## src/rtl/text_ram_writer.sv

```systemverilog
// rtl/text_ram_writer.sv - cursor-tracking character writer for text-mode display RAM port B
//
// Ports:
//   clk, rst_n          clock (also RAM clkb) and asynchronous active-low reset
//   text_base[15:0]     word address of cell (0,0); low AW bits used
//   clear_attr[7:0]     attribute byte written into cleared cells
//   char_valid/ready    character handshake; char_data = ASCII, char_attr = attribute
//   web/addrb/dinb      RAM port-B write strobe, address, {attr, ascii} data
//   cur_col/cur_row     cursor position
//   busy                high while a line or full-screen clear runs
module text_ram_writer #(
  parameter int         COLS       = 80,
  parameter int         ROWS       = 30,
  parameter int         AW         = 14,
  parameter logic [7:0] BLANK_CHAR = 8'h20
) (
  input  logic          clk,
  input  logic          rst_n,
  input  logic [15:0]   text_base,
  input  logic [7:0]    clear_attr,
  input  logic          char_valid,
  output logic          char_ready,
  input  logic [7:0]    char_data,
  input  logic [7:0]    char_attr,
  output logic          web,
  output logic [AW-1:0] addrb,
  output logic [15:0]   dinb,
  output logic [6:0]    cur_col,
  output logic [5:0]    cur_row,
  output logic          busy
);

  localparam logic [1:0] S_IDLE     = 2'd0;
  localparam logic [1:0] S_WRITE    = 2'd1;
  localparam logic [1:0] S_CLR_LINE = 2'd2;
  localparam logic [1:0] S_CLR_ALL  = 2'd3;

  localparam logic [7:0] C_CR = 8'h0D;
  localparam logic [7:0] C_LF = 8'h0A;
  localparam logic [7:0] C_BS = 8'h08;
  localparam logic [7:0] C_FF = 8'h0C;

  logic [1:0]    state;
  logic [AW-1:0] row_base;      // cur_row * COLS, stepped incrementally
  logic [6:0]    clr_col;
  logic [5:0]    clr_row;
  logic [AW-1:0] clr_rb;        // row base of the row being cleared
  logic          clr_done;      // last clear write already issued
  logic          wrap_pend;     // printable hit the last column; clear new row after write

  logic [AW-1:0] base;
  logic          last_col;
  logic          last_row;
  logic [5:0]    next_row;
  logic [AW-1:0] next_row_base;
  logic          accept;

  assign base   = text_base[AW-1:0];
  assign accept = char_valid & char_ready;

  generate
    if (AW < 16) begin : g_unused_base
      logic unused_base_bits;
      assign unused_base_bits = ^text_base[15:AW];
    end
  endgenerate

  always_comb begin
    last_col      = (cur_col == 7'(COLS - 1));
    last_row      = (cur_row == 6'(ROWS - 1));
    next_row      = last_row ? 6'd0 : cur_row + 6'd1;
    next_row_base = last_row ? '0 : row_base + AW'(COLS);
  end

  function automatic logic [AW-1:0] cell_addr(input logic [AW-1:0] b,
                                              input logic [AW-1:0] rb,
                                              input logic [6:0]    c);
    return b + rb + AW'(c);
  endfunction

  always_ff @(posedge clk or negedge rst_n) begin
    if (!rst_n) begin
      state      <= S_CLR_ALL;
      cur_col    <= '0;
      cur_row    <= '0;
      row_base   <= '0;
      web        <= 1'b0;
      addrb      <= '0;
      dinb       <= '0;
      char_ready <= 1'b0;
      busy       <= 1'b1;
      clr_col    <= '0;
      clr_row    <= '0;
      clr_rb     <= '0;
      clr_done   <= 1'b0;
      wrap_pend  <= 1'b0;
    end else begin
      case (state)
        S_IDLE: begin
          web <= 1'b0;
          if (accept) begin
            char_ready <= 1'b0;
            wrap_pend  <= 1'b0;
            case (char_data)
              C_CR: begin
                // Pass through S_WRITE without a strobe so ready drops for one cycle.
                cur_col <= '0;
                state   <= S_WRITE;
              end
              C_LF: begin
                cur_col  <= '0;
                cur_row  <= next_row;
                row_base <= next_row_base;
                clr_col  <= '0;
                clr_rb   <= next_row_base;
                clr_done <= 1'b0;
                busy     <= 1'b1;
                state    <= S_CLR_LINE;
              end
              C_BS: begin
                state <= S_WRITE;
                if (cur_col != 7'd0) begin
                  cur_col <= cur_col - 7'd1;
                  web     <= 1'b1;
                  addrb   <= cell_addr(base, row_base, cur_col - 7'd1);
                  dinb    <= {clear_attr, BLANK_CHAR};
                end
              end
              C_FF: begin
                clr_col  <= '0;
                clr_row  <= '0;
                clr_rb   <= '0;
                clr_done <= 1'b0;
                busy     <= 1'b1;
                state    <= S_CLR_ALL;
              end
              default: begin
                // Strobe is launched at the handshake edge so web shows one cycle later.
                web   <= 1'b1;
                addrb <= cell_addr(base, row_base, cur_col);
                dinb  <= {char_attr, char_data};
                state <= S_WRITE;
                if (last_col) begin
                  cur_col   <= '0;
                  cur_row   <= next_row;
                  row_base  <= next_row_base;
                  wrap_pend <= 1'b1;
                end else begin
                  cur_col <= cur_col + 7'd1;
                end
              end
            endcase
          end
        end

        S_WRITE: begin
          web <= 1'b0;
          if (wrap_pend) begin
            // row_base already points at the new row.
            wrap_pend <= 1'b0;
            clr_col   <= '0;
            clr_rb    <= row_base;
            clr_done  <= 1'b0;
            busy      <= 1'b1;
            state     <= S_CLR_LINE;
          end else begin
            char_ready <= 1'b1;
            state      <= S_IDLE;
          end
        end

        S_CLR_LINE, S_CLR_ALL: begin
          if (clr_done) begin
            web        <= 1'b0;
            busy       <= 1'b0;
            char_ready <= 1'b1;
            state      <= S_IDLE;
            if (state == S_CLR_ALL) begin
              cur_col  <= '0;
              cur_row  <= '0;
              row_base <= '0;
            end
          end else begin
            web   <= 1'b1;
            addrb <= cell_addr(base, clr_rb, clr_col);
            dinb  <= {clear_attr, BLANK_CHAR};
            if (clr_col == 7'(COLS - 1)) begin
              clr_col  <= '0;
              clr_row  <= clr_row + 6'd1;
              clr_rb   <= clr_rb + AW'(COLS);
              clr_done <= (state == S_CLR_LINE) || (clr_row == 6'(ROWS - 1));
            end else begin
              clr_col <= clr_col + 7'd1;
            end
          end
        end

        default: state <= S_CLR_ALL;
      endcase
    end
  end

endmodule
```

## config.mk

```make
export PLATFORM = sky130hd
export DESIGN_NAME = text_ram_writer
export DESIGN_NICKNAME = d
export VERILOG_FILES = /design/src/rtl/text_ram_writer.sv
export SDC_FILE = /design/constraint.sdc
export NUM_CORES = 1
export LEC_CHECK = 0
export CAP_MARGIN = 10
export CORE_ASPECT_RATIO = 0.6
export CORE_MARGIN = 4
export CORE_UTILIZATION = 55
export CTS_CLUSTER_DIAMETER = 150
export DETAILED_ROUTE_END_ITERATION = 6
export DONT_BUFFER_PORTS = 1
export HOLD_SLACK_MARGIN = 0.05
export PLACE_DENSITY_LB_ADDON = 0.2
export SYNTH_ARGS = -nofsm -noshare
export SYNTH_HDL_FRONTEND = slang
export SYNTH_SLANG_ARGS = --single-unit
```

## constraint.sdc

```tcl
create_clock -name clk -period 3.6 [get_ports clk]
set_clock_uncertainty 0.1 [all_clocks]
set_input_delay 0.36 -clock clk [delete_from_list [all_inputs] [get_ports clk]]
set_output_delay 0.36 -clock clk [all_outputs]
set_load 0.1 [all_outputs]
```

Word level (Yosys, flattened, before mapping):

Index checks and enable logic that the tools add are counted.

* input bits: 43
* register bits after elaboration: 91
* output and inout port bits: 46

* add/sub/neg operators: 12
* bitwise operators: 1
* reductions and logical operators: 22
* mux-type cells: 77
* equality and inequality tests: 26

Operator list (number)
* $mux W14: 12
* $pmux W14 S2: 5
* $mux W7: 10
* $pmux W16 S2: 2
* $mux W6: 9
* $mux W16: 3
* $add A14 B7 Y14: 3
* $pmux W14 S3: 1
* $pmux W7 S3: 2
* $pmux W6 S2: 3
* $eq A8 B4 Y1 const B: 4
* $add A14 B14 Y14: 2
* $add A14 B7 Y14 const B: 2
* $ne A2 B2 Y1 const B: 11
* $mux W1: 18
* $reduce_and A5 Y1: 3
* $add A7 B1 Y7 const B: 2
* $eq A7 B7 Y1 const B: 2
* $pmux W7 S2: 1
* $add A6 B1 Y6 const B: 2
* $eq A6 B5 Y1 const B: 2
* $pmux W1 S3: 4
* $reduce_and A6 Y1: 2
* $reduce_and A4 Y1: 2
* other kinds (21): 31

Longest topological paths before layout:

* word-level depth: 6
* gate-level depth with buffers: 17
* depth with buffers taken out: 16

Worst setup path before layout:

OpenSTA, ideal clock, no wires.

* kind: register -> register
* start point: register cur_col[0]
* end point: register addrb[12]
* buffers on the path: 0
* stages on the path, launching flop included: 14
* period minus slack after synthesis: 3897 ps
* arrival time: 3666 ps
* path slack: -297 ps
* required time: 3368 ps
* cell sequence: dfrtp_1 -> inv_1 -> ha_1 -> nor2_1 -> a21o_1 -> fa_1 -> a21o_1 -> a21oi_1 -> o21ai_0 -> a31o_2 -> and2_1 -> nand4_1 -> and3b_1 -> or3b_1

* word-level cells in the longest chain between the ends: 6

RTL lines
* start: declaration: line 28 `output logic [6:0] cur_col,`
* start signal: assignment: line 123 `cur_col <= cur_col - 7'd1;`
* start signal: assignment: line 149 `cur_col <= cur_col + 7'd1;`
* $sub A7 B1 Y7: line 125 `addrb <= cell_addr(base, row_base, cur_col - 7'd1);`
* $add A14 B7 Y14: line 78 `return b + rb + AW'(c);`
* $mux W14: line 122 `if (cur_col != 7'd0) begin`
* $pmux W14 S2: line 104 `case (char_data)`
* $mux W14: line 101 `if (accept) begin`
* $pmux W14 S2: line 98 `case (state)`
* end signal: assignment: line 125
* end signal: assignment: line 140 `addrb <= cell_addr(base, row_base, cur_col);`
* end signal: assignment: line 185 `addrb <= cell_addr(base, clr_rb, clr_col);`
* end: declaration: line 26 `output logic [AW-1:0] addrb,`

Parallel ways exist; a longest one is shown, timed or not. The select of a mux whose other input is x is not followed.
A chain may end at the register's enable or synchronous reset.

Final worst setup path:

* start point: register clr_col[1]
* end point: register addrb[13]

* word-level cells in the longest chain between the ends: 3

RTL lines
* start: declaration: line 45 `logic [6:0] clr_col;`
* start signal: assignment: line 193 `clr_col <= clr_col + 7'd1;`
* $add A14 B7 Y14: line 78
* $mux W14: line 173 `if (clr_done) begin`
* $pmux W14 S2: line 98

Every way passes these cells. The select of a mux whose other input is x is not followed.

==> flow_summary_export.csv <==
group,metric,value,unit
status,status,"completed",
sta,rsz0062_at_grt,"true",
global_routing,antenna_found_initial,0,
pwr,power_density,320,nW/µm²
synth,avgSynthCellArea,8.33,µm²
synth,seq_area_frac_synth,0.329,
clocking,cts_buffer_depth,2,
floorplanning,dieArea,14500,µm²
global_routing,globalRoute.busiestLayer,"met1",
synth,synth_common_cells,"nand2_1, o21ai_0, dfrtp_1, nor2_1, ha_1",
sta,fmax,291,MHz
setup_path,required,3.72,ns
pwr,power_leakage,3.49,nW
synth,synth_top_area_cell,"dfrtp_1",
cells_and_area,postLayoutCoreUtil,0.636,
floorplanning,start_util,0.569,
placed_design,port_buffers,0,
global_routing,use_met1,0.412,
synth,synthFlopType,"dfrtp_1",
clocking,path_clk_slew,0.07,ns
worst_hold_path,hp-class,"primary input to flop",
routing,drt-total-wl,20600,µm
synth,synth_edf_count,0,
synth,async_flop_share,1.00,
setup_path,worstSetupEndpointType,"flop",
cells_and_area,n_antenna_cell,0,
clocking,clkLatencyLatePin,0.35,ns
global_routing,gr-usage-all-layers,0.284,
global_routing,grt_pass1_wl,32400,µm
synth,synth_seq_cells,91,
cells_and_area,area_growth_syn_to_layout,11.8,%
global_routing,grtUsageMet3,0.109,
sta,hold_ws,0.0552,ns
pwr,peakVddDrop,241,µV
routing,viasPerCell,6.29,
synth,syn_inst,831,
placed_design,dpl.hpwl,15900,µm
placed_design,gp_congestion,0.965,
synth,syn-cell-area,6920,µm²
floorplanning,std_cell_rows,31,
run,max-cap-violations,0,
setup_path,critPathMaxFanout,4,
sta,period_needed,3.43,ns
clocking,cts_tree,"built",
floorplanning,ios,89,
sta,max-slew-margin-rel,0.369,
sta,setup_violations,0,
sta,hold_viol_final,0,
synth,syn_nets,938,
routing,drtPass1Iterations,5,
sta,min_period_over_period,0.953,
cells_and_area,drive_gt1_frac,0.102,
setup_path,critPathLaunchType,"flop",
floorplanning,die_w,153,µm
placed_design,place_area,7320,µm²
routing,ant_nets,0,
synth,synth_top_cell_area_share,0.318,
clocking,cts_buffers,9,
routing,drt-initial-drc-count,509,
floorplanning,die_y,94.9,µm
global_routing,grt_util_met2,0.405,
global_routing,grt_max_degree,92,
setup_path,criticalPathCategory,"flop to flop",
sta,worst-slew-pin-transition,0.946,ns
synth,synthTopCellsByArea,"dfrtp_1, ha_1, o21ai_0, nand2_1, xnor2_1",
global_routing,grt_overflow_total,0,
cells_and_area,final_nets,963,
clocking,clockRootBuffer,"clkbuf_16",
routing,vias,6458,
sta,maxSlewViolCount,0,
clocking,htree_levels,3,
synth,synthDistinctLibCells,71,
routing,wl_per_cell,20.1,µm
synth,synth_most_common_cell,"nand2_1",
setup_path,worstPathArrival,3.55,ns
synth,yosysWarnings,0,
clocking,clock-sinks,91,
floorplanning,core_area,12200,µm²
routing,drc,0,
setup_path,reg2reg_slack,0.17,ns
global_routing,grt_pass1_vias,6099,
clocking,postCtsSetupBuffers,0,
cells_and_area,finalInstanceArea,7740,µm²
==> logic make-up after synthesis <==
| family | share of synthesized area |
|---|---|
| mux | 0.0192 |
| compound gates | 0.217 |
| flops | 0.329 |
| buf+inv | 0.0363 |
| simple gates | 0.213 |
| xor+xnor | 0.0594 |
| fa+ha+maj | 0.126 |
==> registers in the layout, summed over array words and instances (netlist names), 6 cells and up <==
signal / count
cur_col: 7
addrb: 14
clr_row: 6
clr_col: 7
cur_row: 6
row_base: 14
clr_rb: 14
dinb: 16
==> worst max-delay path, cell delays in order, from the launching register on <==
cell,delay (ns)
dfrtp_1,0.45
fa_1,0.48
ha_1,0.24
fa_1,0.43
a211oi_1,0.31
o21bai_1,0.15
a31o_2,0.30
a41oi_2,0.26
a21oi_1,0.12
xnor2_1,0.15
a22oi_1,0.20
nand3_1,0.10
==> placed cells by master, fill, tap and decap left out, types with 4 or more instances in the layout <==
cell           instances
nand2b_1               8
nor3_1                22
and2_1                 5
ha_1                  54
xor2_1                12
o211ai_1               4
nor2b_1               15
o31ai_1               13
inv_1                 29
buf_4                 42
or2_2                  5
nor2_1                61
a211oi_1               8
dlygate4sd3_1          4
a21oi_1               43
nor3b_1                4
or3_1                  5
nand4_1                6
o21bai_1               4
clkbuf_16              9
fa_1                   9
a22oi_1                6
dfrtp_1               86
nand3_1               33
a221oi_1               4
and3_1                14
xnor2_1               35
a31oi_1                9
mux2i_1               11
o21ai_0              100
o22ai_1                4
nand2_1              112
a21o_1                10
==> stage by stage <==
stage / instances / setup slack (ns) / power (mW) / setup TNS, ns
finish: 1026 / 0.168 / 2.48 / 0
global route: 1026 / -0.0124 / 2.57 / -0.0221
global placement: 1005 / -0.143 / 1.39 / -0.215
floorplan: 831 / -0.110 / 1.35 / -0.110
CTS: 1026 / 0.0596 / 2.49 / 0
detailed placement: 1005 / -0.237 / 1.40 / -0.436
==> layout make-up <==
cell class | instances | area (µm²)
fill | 1041 | 4440
timing repair buffer | 47 | 383
multi-input combinational | 677 | 4430
inverter | 30 | 115
clock inverter | 5 | 85.1
sequential | 91 | 2280
clock buffer | 11 | 243
tap | 165 | 206
==> report_power, final <==
part / internal, mW / total [mW] / switching [mW]
clock network: 0.632 / 1.06 / 0.429
logic: 0.0861 / 0.211 / 0.125
registers: 1.04 / 1.20 / 0.166
total: 1.76 / 2.48 / 0.719
==> worst paths after layout <==
path                         startpoint          to  cells after the start
setup / recovery             clr_col[1]   addrb[13]                     11
hold reg to reg               clr_rb[0]   clr_rb[0]                      2
setup reg to reg             clr_col[1]   addrb[13]                     11
min in group asynchronous         rst_n  cur_col[3]                      2
hold / removal             char_data[4]     dinb[4]                      2
max in group asynchronous         rst_n  cur_col[0]                      2
==> layer usage <==
metal  wire length [µm]  vias to the layer above
met2               8210                      298
met5                  0                        -
met4                194                        0
met1               9830                     3111
met3               2360                       21
li1                   -                     3028
==> repair_timing <==
item / CTS / global route
endpoints found under the setup margin: 0 / 3
resized for setup: 0 / 6
hold endpoints to repair: 94 / 0
hold buffers: 5 / 0
(Power assumes the default switching activity.)
==> RTL edit: new RTL, config.mk and constraints unchanged <==
Reset style: synchronous (`rst_n`), changed in one clocked block. Comments in the files are not updated.
--- a/src/rtl/text_ram_writer.sv
+++ b/src/rtl/text_ram_writer.sv
@@ -78,7 +78,7 @@
     return b + rb + AW'(c);
   endfunction
 
-  always_ff @(posedge clk or negedge rst_n) begin
+  always_ff @(posedge clk) begin
     if (!rst_n) begin
       state      <= S_CLR_ALL;
       cur_col    <= '0;
Behaviour: differs if rst_n is asserted again (counterexample within 4 cycles, from zero or initial values and one cycle with rst_n low); with rst_n held inactive, the same outputs for 10 cycles.
==> RTL edit against the unedited design <==
- wire length fell by 1.9%
- setup slack got worse by 0.060 ns
- non-clock buffer count fell by 11
- design area fell by 3.7%
- sequential cell count did not move
- worst hold slack improved by 0.0066 ns
- synthesized area fell by 3.1%
- critical path type unchanged
- largest cell class unchanged
Power is not compared: it rests on default switching activity, and its combinational part moved more than twofold at a synthesized area within 25%.
==> RTL edit: results (changes against the unedited design) <==
run_status:
  status: "finished clean"
cells_and_area:
  drive_above_1_share_pct: 9.60  # -0.62 points
  buffer_area_share_pct: 3.96  # -0.98 points
  n_fill_cell: 979  # -6.0%
  clk_share_pct: 4.33  # +0.096 points
  seq-cell-share_pct: 24.5  # -5.0 points
  signal_buffers: 36  # -23%
  nets: 947  # -1.7%
  fin_util_pct: 64.3  # +0.71 points
  multi_input_area_share_pct: 63.1  # +5.9 points
  inverters: 28  # -6.7%
yosys:
  yosys-top-cells-area: "dfxtp_1, ha_1, nand2_1"
  synthAdderAreaFrac_pct: 13.1  # +0.40 points
  syn-num-nets: 936  # -0.21%
  synth-xor-area-share_pct: 7.79  # +1.8 points
  async_reset_ff_share_pct: 0  # -100 points
  syn_inst: 829  # -0.24%
  synthMuxAreaShare_pct: 0.298  # -1.6 points
  synth_cell_types: 80  # +13%
route:
  drt_iter0_drc: 669  # +31%
  wl_met3_um: 2530  # +6.9%
  highest_layer: "met5"
  drt_pass1_iterations: 6  # +1
  vias_per_cell: 6.33  # +0.51%
global_routing:
  grt_max_degree: 52  # -43%
  grt_pass1_wl_um: 31300  # -3.6%
  met3_usage_pct: 8.57  # -2.3 points
  grtUsageMet1_pct: 42.3  # +1.1 points
  grt_antenna_before_repair: 1  # +1
  met2_usage_pct: 39.7  # -0.86 points
critical_path:
  slowest_delay_ns: 0.46  # -0.02 ns
  worst_ep_arrival_time_ns: 3.63  # +0.08 ns
  worstPathMaxFanout: 2  # -2
placement:
  post-place-ws_ns: -0.0706  # +0.166 ns
  hpwl_um: 15200  # -4.4%
  gp_congestion: 0.988  # +2.4%
[RTL edit: path summary, 6_finish.rpt]
| kind | start | to | slack (ns) | cells past startpoint |
|---|---|---|---|---|
| hold / removal | char_data[1] | dinb[1] | 0.06 | 2 |
| setup / recovery | clr_col[1] | addrb[13] | 0.11 | 13 |
| setup reg to reg | clr_col[1] | addrb[13] | 0.11 | 13 |
| hold reg to reg | row_base[2] | row_base[2] | 0.35 | 2 |
[RTL edit: timing repair]
item / CTS / global route
endpoints found under the hold margin: 12 / 1
setup endpoints to repair: 1 / 4
setup buffers: 0 / 1
pin swaps: 0 / 6
hold buffers: 4 / 1
gates resized for setup: 1 / 7
[RTL edit: kinds of logic after synthesis]
kind of cell,after synthesis
AND/OR/NAND/NOR,314
AO/OA/AOI/OAI,236
flip-flops,91
buffers and inverters,64
adder cells (fa/ha/maj),64
XOR/XNOR,58
multiplexers,2
